**src/rtl/program_loader.sv**
```systemverilog
// program_loader: UART boot loader that parses framed load records into CPU memory.
// Ports:
//   clk       - system clock, rising edge
//   rst       - asynchronous active-low reset
//   rx        - UART receive line (8N1, idle high, asynchronous)
//   mem_we    - one-cycle memory write strobe
//   mem_addr  - memory write address
//   mem_wdata - memory write data {8'h00, payload byte}
//   cpu_hold  - holds the CPU in reset until a good record loads
//   load_done - one-cycle pulse when a record passes its checksum
//   load_err  - sticky error flag, cleared by the next accepted sync byte
module program_loader #(
    parameter int         CLKS_PER_BIT = 16,
    parameter logic [7:0] SYNC_BYTE    = 8'hA5
) (
    input  logic        clk,
    input  logic        rst,
    input  logic        rx,
    output logic        mem_we,
    output logic [7:0]  mem_addr,
    output logic [15:0] mem_wdata,
    output logic        cpu_hold,
    output logic        load_done,
    output logic        load_err
);
    localparam int CNT_W = $clog2(CLKS_PER_BIT);

    typedef enum logic [1:0] {RX_IDLE, RX_START, RX_DATA, RX_STOP} rx_state_t;
    typedef enum logic [2:0] {WAIT_SYNC, GET_BASE, GET_LEN, GET_DATA, GET_SUM} fr_state_t;

    logic             r_rx_s1, r_rx_s2, r_rx_prev;
    rx_state_t        r_rx_state, w_rx_next;
    logic [CNT_W-1:0] r_cnt;
    logic [2:0]       r_bit;
    logic [7:0]       r_shift;
    logic             w_half, w_tick, w_rx_valid, w_rx_ferr, w_abort;

    fr_state_t        r_fr_state, w_fr_next;
    logic [7:0]       r_base, r_idx, r_sum;
    logic [8:0]       r_remain;

    assign w_half  = r_cnt == CNT_W'(CLKS_PER_BIT / 2 - 1);
    assign w_tick  = r_cnt == CNT_W'(CLKS_PER_BIT - 1);
    // A framing error only matters once a record has started.
    assign w_abort = w_rx_ferr && r_fr_state != WAIT_SYNC;

    always_comb begin
        w_rx_next  = r_rx_state;
        w_rx_valid = 1'b0;
        w_rx_ferr  = 1'b0;
        case (r_rx_state)
            RX_IDLE:  w_rx_next = (r_rx_prev && !r_rx_s2) ? RX_START : RX_IDLE;
            RX_START: w_rx_next = w_half ? (r_rx_s2 ? RX_IDLE : RX_DATA) : RX_START;
            RX_DATA:  w_rx_next = (w_tick && r_bit == 3'd7) ? RX_STOP : RX_DATA;
            RX_STOP: begin
                w_rx_next  = w_tick ? RX_IDLE : RX_STOP;
                w_rx_valid = w_tick && r_rx_s2;
                w_rx_ferr  = w_tick && !r_rx_s2;
            end
            default:  w_rx_next = RX_IDLE;
        endcase
    end

    always_ff @(posedge clk or negedge rst) begin
        if (!rst) begin
            r_rx_s1    <= 1'b1;
            r_rx_s2    <= 1'b1;
            r_rx_prev  <= 1'b1;
            r_rx_state <= RX_IDLE;
            r_cnt      <= '0;
            r_bit      <= '0;
            r_shift    <= '0;
        end else begin
            r_rx_s1    <= rx;
            r_rx_s2    <= r_rx_s1;
            r_rx_prev  <= r_rx_s2;
            r_rx_state <= w_rx_next;
            // Counter restarts on every state change and every bit sample.
            r_cnt      <= (r_rx_state == RX_IDLE || r_rx_state != w_rx_next || w_tick) ? '0 : r_cnt + 1'b1;
            if (r_rx_state == RX_DATA && w_tick) begin
                r_bit   <= r_bit + 1'b1;
                r_shift <= {r_rx_s2, r_shift[7:1]};
            end
        end
    end

    always_comb begin
        w_fr_next = r_fr_state;
        if (w_abort)
            w_fr_next = WAIT_SYNC;
        else if (w_rx_valid)
            case (r_fr_state)
                WAIT_SYNC: w_fr_next = (r_shift == SYNC_BYTE) ? GET_BASE : WAIT_SYNC;
                GET_BASE:  w_fr_next = GET_LEN;
                GET_LEN:   w_fr_next = GET_DATA;
                GET_DATA:  w_fr_next = (r_remain == 9'd1) ? GET_SUM : GET_DATA;
                default:   w_fr_next = WAIT_SYNC;
            endcase
    end

    always_ff @(posedge clk or negedge rst) begin
        if (!rst) begin
            r_fr_state <= WAIT_SYNC;
            r_base     <= '0;
            r_idx      <= '0;
            r_sum      <= '0;
            r_remain   <= '0;
            mem_we     <= 1'b0;
            mem_addr   <= '0;
            mem_wdata  <= '0;
            cpu_hold   <= 1'b1;
            load_done  <= 1'b0;
            load_err   <= 1'b0;
        end else begin
            r_fr_state <= w_fr_next;
            mem_we     <= 1'b0;
            load_done  <= 1'b0;
            if (w_abort) begin
                load_err <= 1'b1;
                cpu_hold <= 1'b1;
            end else if (w_rx_valid) begin
                case (r_fr_state)
                    WAIT_SYNC: if (r_shift == SYNC_BYTE) begin
                        cpu_hold <= 1'b1;
                        load_err <= 1'b0;
                    end
                    GET_BASE: begin
                        r_base <= r_shift;
                        r_idx  <= '0;
                        r_sum  <= r_shift;
                    end
                    GET_LEN: begin
                        // LEN of zero encodes a full 256-byte record.
                        r_remain <= {r_shift == 8'h00, r_shift};
                        r_sum    <= r_sum + r_shift;
                    end
                    GET_DATA: begin
                        mem_we    <= 1'b1;
                        mem_addr  <= r_base + r_idx;
                        mem_wdata <= {8'h00, r_shift};
                        r_sum     <= r_sum + r_shift;
                        r_idx     <= r_idx + 1'b1;
                        r_remain  <= r_remain - 1'b1;
                    end
                    GET_SUM: if (r_shift == r_sum) begin
                        load_done <= 1'b1;
                        cpu_hold  <= 1'b0;
                    end else begin
                        load_err <= 1'b1;
                    end
                    default: ;
                endcase
            end
        end
    end
endmodule

```
**config.mk**
```make
export PLATFORM = sky130hd
export DESIGN_NAME = program_loader
export DESIGN_NICKNAME = d
export VERILOG_FILES = /design/src/rtl/program_loader.sv
export SDC_FILE = /design/constraint.sdc
export NUM_CORES = 1
export LEC_CHECK = 0
export ABC_CLOCK_PERIOD_IN_PS = 5600
export BUFFER_PORTS_ARGS = -buffer_cell sky130_fd_sc_hd__buf_2
export CORE_MARGIN = 4
export CORE_UTILIZATION = 25
export CTS_CLUSTER_DIAMETER = 120
export DETAILED_ROUTE_END_ITERATION = 10
export GPL_TIMING_DRIVEN = 0
export PLACE_DENSITY_LB_ADDON = 0.12
export SYNTH_ARGS = -nofsm -noshare
export SYNTH_HDL_FRONTEND = slang
export SYNTH_SLANG_ARGS = --single-unit
```
**constraint.sdc**
```tcl
create_clock -name clk -period 5.6 [get_ports clk]
set_input_delay 0.56 -clock clk [delete_from_list [all_inputs] [get_ports clk]]
set_output_delay 0.56 -clock clk [all_outputs]
set_load 0.05 [all_outputs]
```
==> impl_summary.txt <==
----------------------------------------------------
[Worst setup path]
  Arrival time of data at the critical path endpoint ... 2400 ps
  Worst Setup End Kind ... register
  Kind of critical path ... reg -> reg
  Max Fanout on Critical Path ... 10
  Startpoint Class ... register
  CP Data Required Time ... 5830 ps

[Floorplanning]
  Effective utilization at floorplan ... 25.54%
  Die outline width ... 135.4 um
  Top-Level Pins ... 31
  Height of the chip ... 135.4 um
  Floorplan row count ... 46
  Core area ... 15,890 um2
  Die area ... 18,330 um2

[Outcome]
  Outcome ... complete, no violations

[Cells and area]
  Post-route insts no fill ... 685
  Fraction of final layout cells sized beyond drive strength 1 ... 16.20%
  Multi-input gate area ... 1973 um2
  Most common cell after layout, fill and taps aside ... dfrtp_1
  Ant. Diodes ... 0
  Area occupied by registers ... 1907 um2
  Final std cell area, no fill ... 4785 um2
  Area growth from synthesis to layout ... 17.92%
  Number of filler cells placed in the layout ... 1,681
  Most frequent cells in the layout ... dfrtp_1 (72), nand2_1 (58), o21ai_0 (35)
  # nets final ... 490
  Final standard cell utilization of the core ... 30.12%

[STA]
  Setup repair after global routing missed its margin ... false
  Pins Over Slew Limit ... 0
  Final setup violating endpoints ... 0
  Final number of hold-violating endpoints ... 0
  Period utilization ... 38.78%
  Measured slew at the worst slew-check pin ... 662.8 ps
  Fmax ... 0.4604 GHz
  Clk_skew ... 8.092 ps
  Shortest clock period the worst path allows after layout ... 2172 ps
  Headroom to the max-slew limit ... 55.47%
  Summed negative setup slack over all endpoints ... 0 ps

[Synth]
  Average cell area after synthesis ... 9.570 um2
  Synthesis Warnings ... 0
  Cells after Synth ... 424
  Number of enable-type register cells in the synthesized netlist ... 0
  Post-synthesis sequential area ratio ... 46.99%
  Flip-flop and latch count after synthesis ... 76
  Main synth FF type ... dfrtp_1
  Async S/R FF share, synth ... 100.0%
  Synth Cell Area ... 4058 um2
  Post-synthesis cell type count ... 53

[GRT]
  Wire length of the first global-routing pass ... 17.01 mm
  Pin count of the biggest net entering global routing ... 66
  Total overflow reported by the global router ... 0
  Overall Global Routing Usage ... 12.07%
  Initial antenna violation count ... 0
  Vias in the first global route ... 3,139

[Clocking]
  CTS tree ... built
  Bufs on Longest Clock Path ... 2
  Number of H-tree levels ... 3
  Worst-skew pair later-pin latency ... 350 ps
  Cells resized by post-CTS repair ... 0
  Clock-pin slew of the registers on the worst-case setup and hold paths ... 60 ps
  Number of buffers inserted to repair setup after CTS ... 0
  Clock buffer count from CTS ... 9
  Clock root buffer ... clkbuf_16
  Clk sink count ... 76
  CTS hold repair buffers ... 0

[Routing]
  WL final ... 10.32 mm
  Remaining routing DRC violations ... 0
  Average wire length per cell after detail routing ... 15.07 um
  Iteration-0 DRC Markers ... 161
  Via count ... 3,182
  First-pass detailed-route iteration total ... 4
  Avg Vias per Cell ... 4.645
  Antenna-violating nets left ... 0

[Power]
  Areal power density over the cells ... 273.6 nW/um2
  Leakage power of the design ... 2.223 nW
  Overall power consumption ... 0.001309 W
  Highest ir drop seen on vdd ... 0.0002136 V

[Hold path]
  Hold Crit Class ... in -> async

[Run]
  Number of violations of the max-capacitance limit ... 0

[Placed design]
  Number of input and output port buffers inserted ... 22
  DP Cell Count ... 670
  HPWL reported at the end of detailed placement ... 7.297 mm
  Cell Area, Placed ... 4494 um2
  Final weighted congestion in routability-driven placement ... 0.7727

----------------------------------------------------
-- stage by stage --
step | worst slack [ps] | hold slack, ps
after global routing | 3198 | 53.14
after CTS | 3373 | 49.11
after global placement | 3287 | 348.4
after detailed placement | 3412 | 348.4
after floorplan | 3761 | 264.4
final | 3428 | 56.81
-- cells in the mapped netlist (2+ instances only) --
master	n	area (um2)
dfrtp_1	72	1802
nand2_1	58	217.7
o21ai_0	35	175.2
nor2_1	29	108.9
a21oi_1	22	110.1
ha_1	20	250.2
inv_1	17	63.81
mux2_2	14	157.7
nor3_1	12	60.06
clkbuf_1	10	37.54
buf_4	9	67.56
xor2_1	9	78.83
nand3_1	8	40.04
o22ai_1	8	50.05
a211oi_1	6	45.04
nand4_1	6	37.54
nor2b_1	6	37.54
nor4_1	6	37.54
xnor2_1	6	52.55
a31oi_1	5	31.28
and3_1	5	31.28
a21o_1	4	30.03
dfstp_2	4	105.1
o31a_1	4	35.03
or2_2	4	25.02
mux2i_1	3	30.03
nand2b_1	3	18.77
o21a_1	3	22.52
or3_1	3	18.77
a22o_1	2	17.52
a2bb2oi_1	2	17.52
a41oi_1	2	17.52
buf_2	2	10.01
clkbuf_2	2	10.01
fa_1	2	40.04
nor3b_1	2	15.01
o211ai_1	2	15.01
o22a_1	2	17.52
-- per-layer routing --
layer	share of wire [%]	routed length, um	track usage [%]	vias to the layer above
met5	0	0	0	-
met4	1.5	155	4.255	0
met3	4.6	474	3.603	10
met2	45	4634	18.83	62
met1	49	5060	15.96	1533
li1	-	-	-	1577
-- path summary, 6_finish.rpt --
path	startpoint	end	slack (ps)	depth (start not counted)
setup / recovery	r_rx_s2	r_base[3]	3430	6
hold / removal	rst	mem_we	60	1
setup reg to reg	r_rx_s2	r_base[3]	3430	6
hold reg to reg	r_rx_s1	r_rx_s2	350	0
max in group asynchronous	rst	r_rx_s1	4930	2
min in group clk	rx	r_rx_s1	320	1
-- power breakdown --
group | leakage [nW] | switching, W | total [W] | internal, W
logic | 1.05 | 0.0000839 | 0.000132 | 0.0000479
clock network | 0.142 | 0.000238 | 0.000581 | 0.000343
registers | 1.03 | 0.0000211 | 0.000596 | 0.000575
-- flip-flops by register name, indices dropped and copies added, names as in the netlist --
name        count
cpu_hold        1
r_rx_s2         1
load_err        1
r_idx           8
r_base          8
r_sum           8
load_done       1
r_shift         8
r_rx_state      2
r_remain        9
r_bit           3
r_rx_s1         1
mem_addr        8
r_rx_prev       1
r_cnt           4
mem_we          1
r_fr_state      3
mem_wdata       8
-- cell families after synthesis --
| logic type | share of synthesized area (%) |
|---|---|
| mux | 4.625 |
| xor+xnor | 3.238 |
| flops | 46.99 |
| compound gates | 15.97 |
| buf+inv | 5.026 |
| fa+ha+maj | 7.154 |
| other cells | 0.09242 |
| simple gates | 16.90 |
-- critical path: stages (launching register included) --
cell and delay, ps:
dfstp_2 590, nand4_2 210, nor2_1 280, nand2_1 180, nor2_1 230, buf_4 230
mux2_2 340
-- cell type report --
cell class	count	area share [%]
inverters	18	1.412
clock inverters	6	1.360
multi-input cells	313	41.24
plain buffers	24	2.850
well taps	216	5.649
flip-flops and latches	76	39.85
repair buffers	23	2.929
clock buffers	9	4.707
No activity file was read; power rests on OpenSTA's default activity.
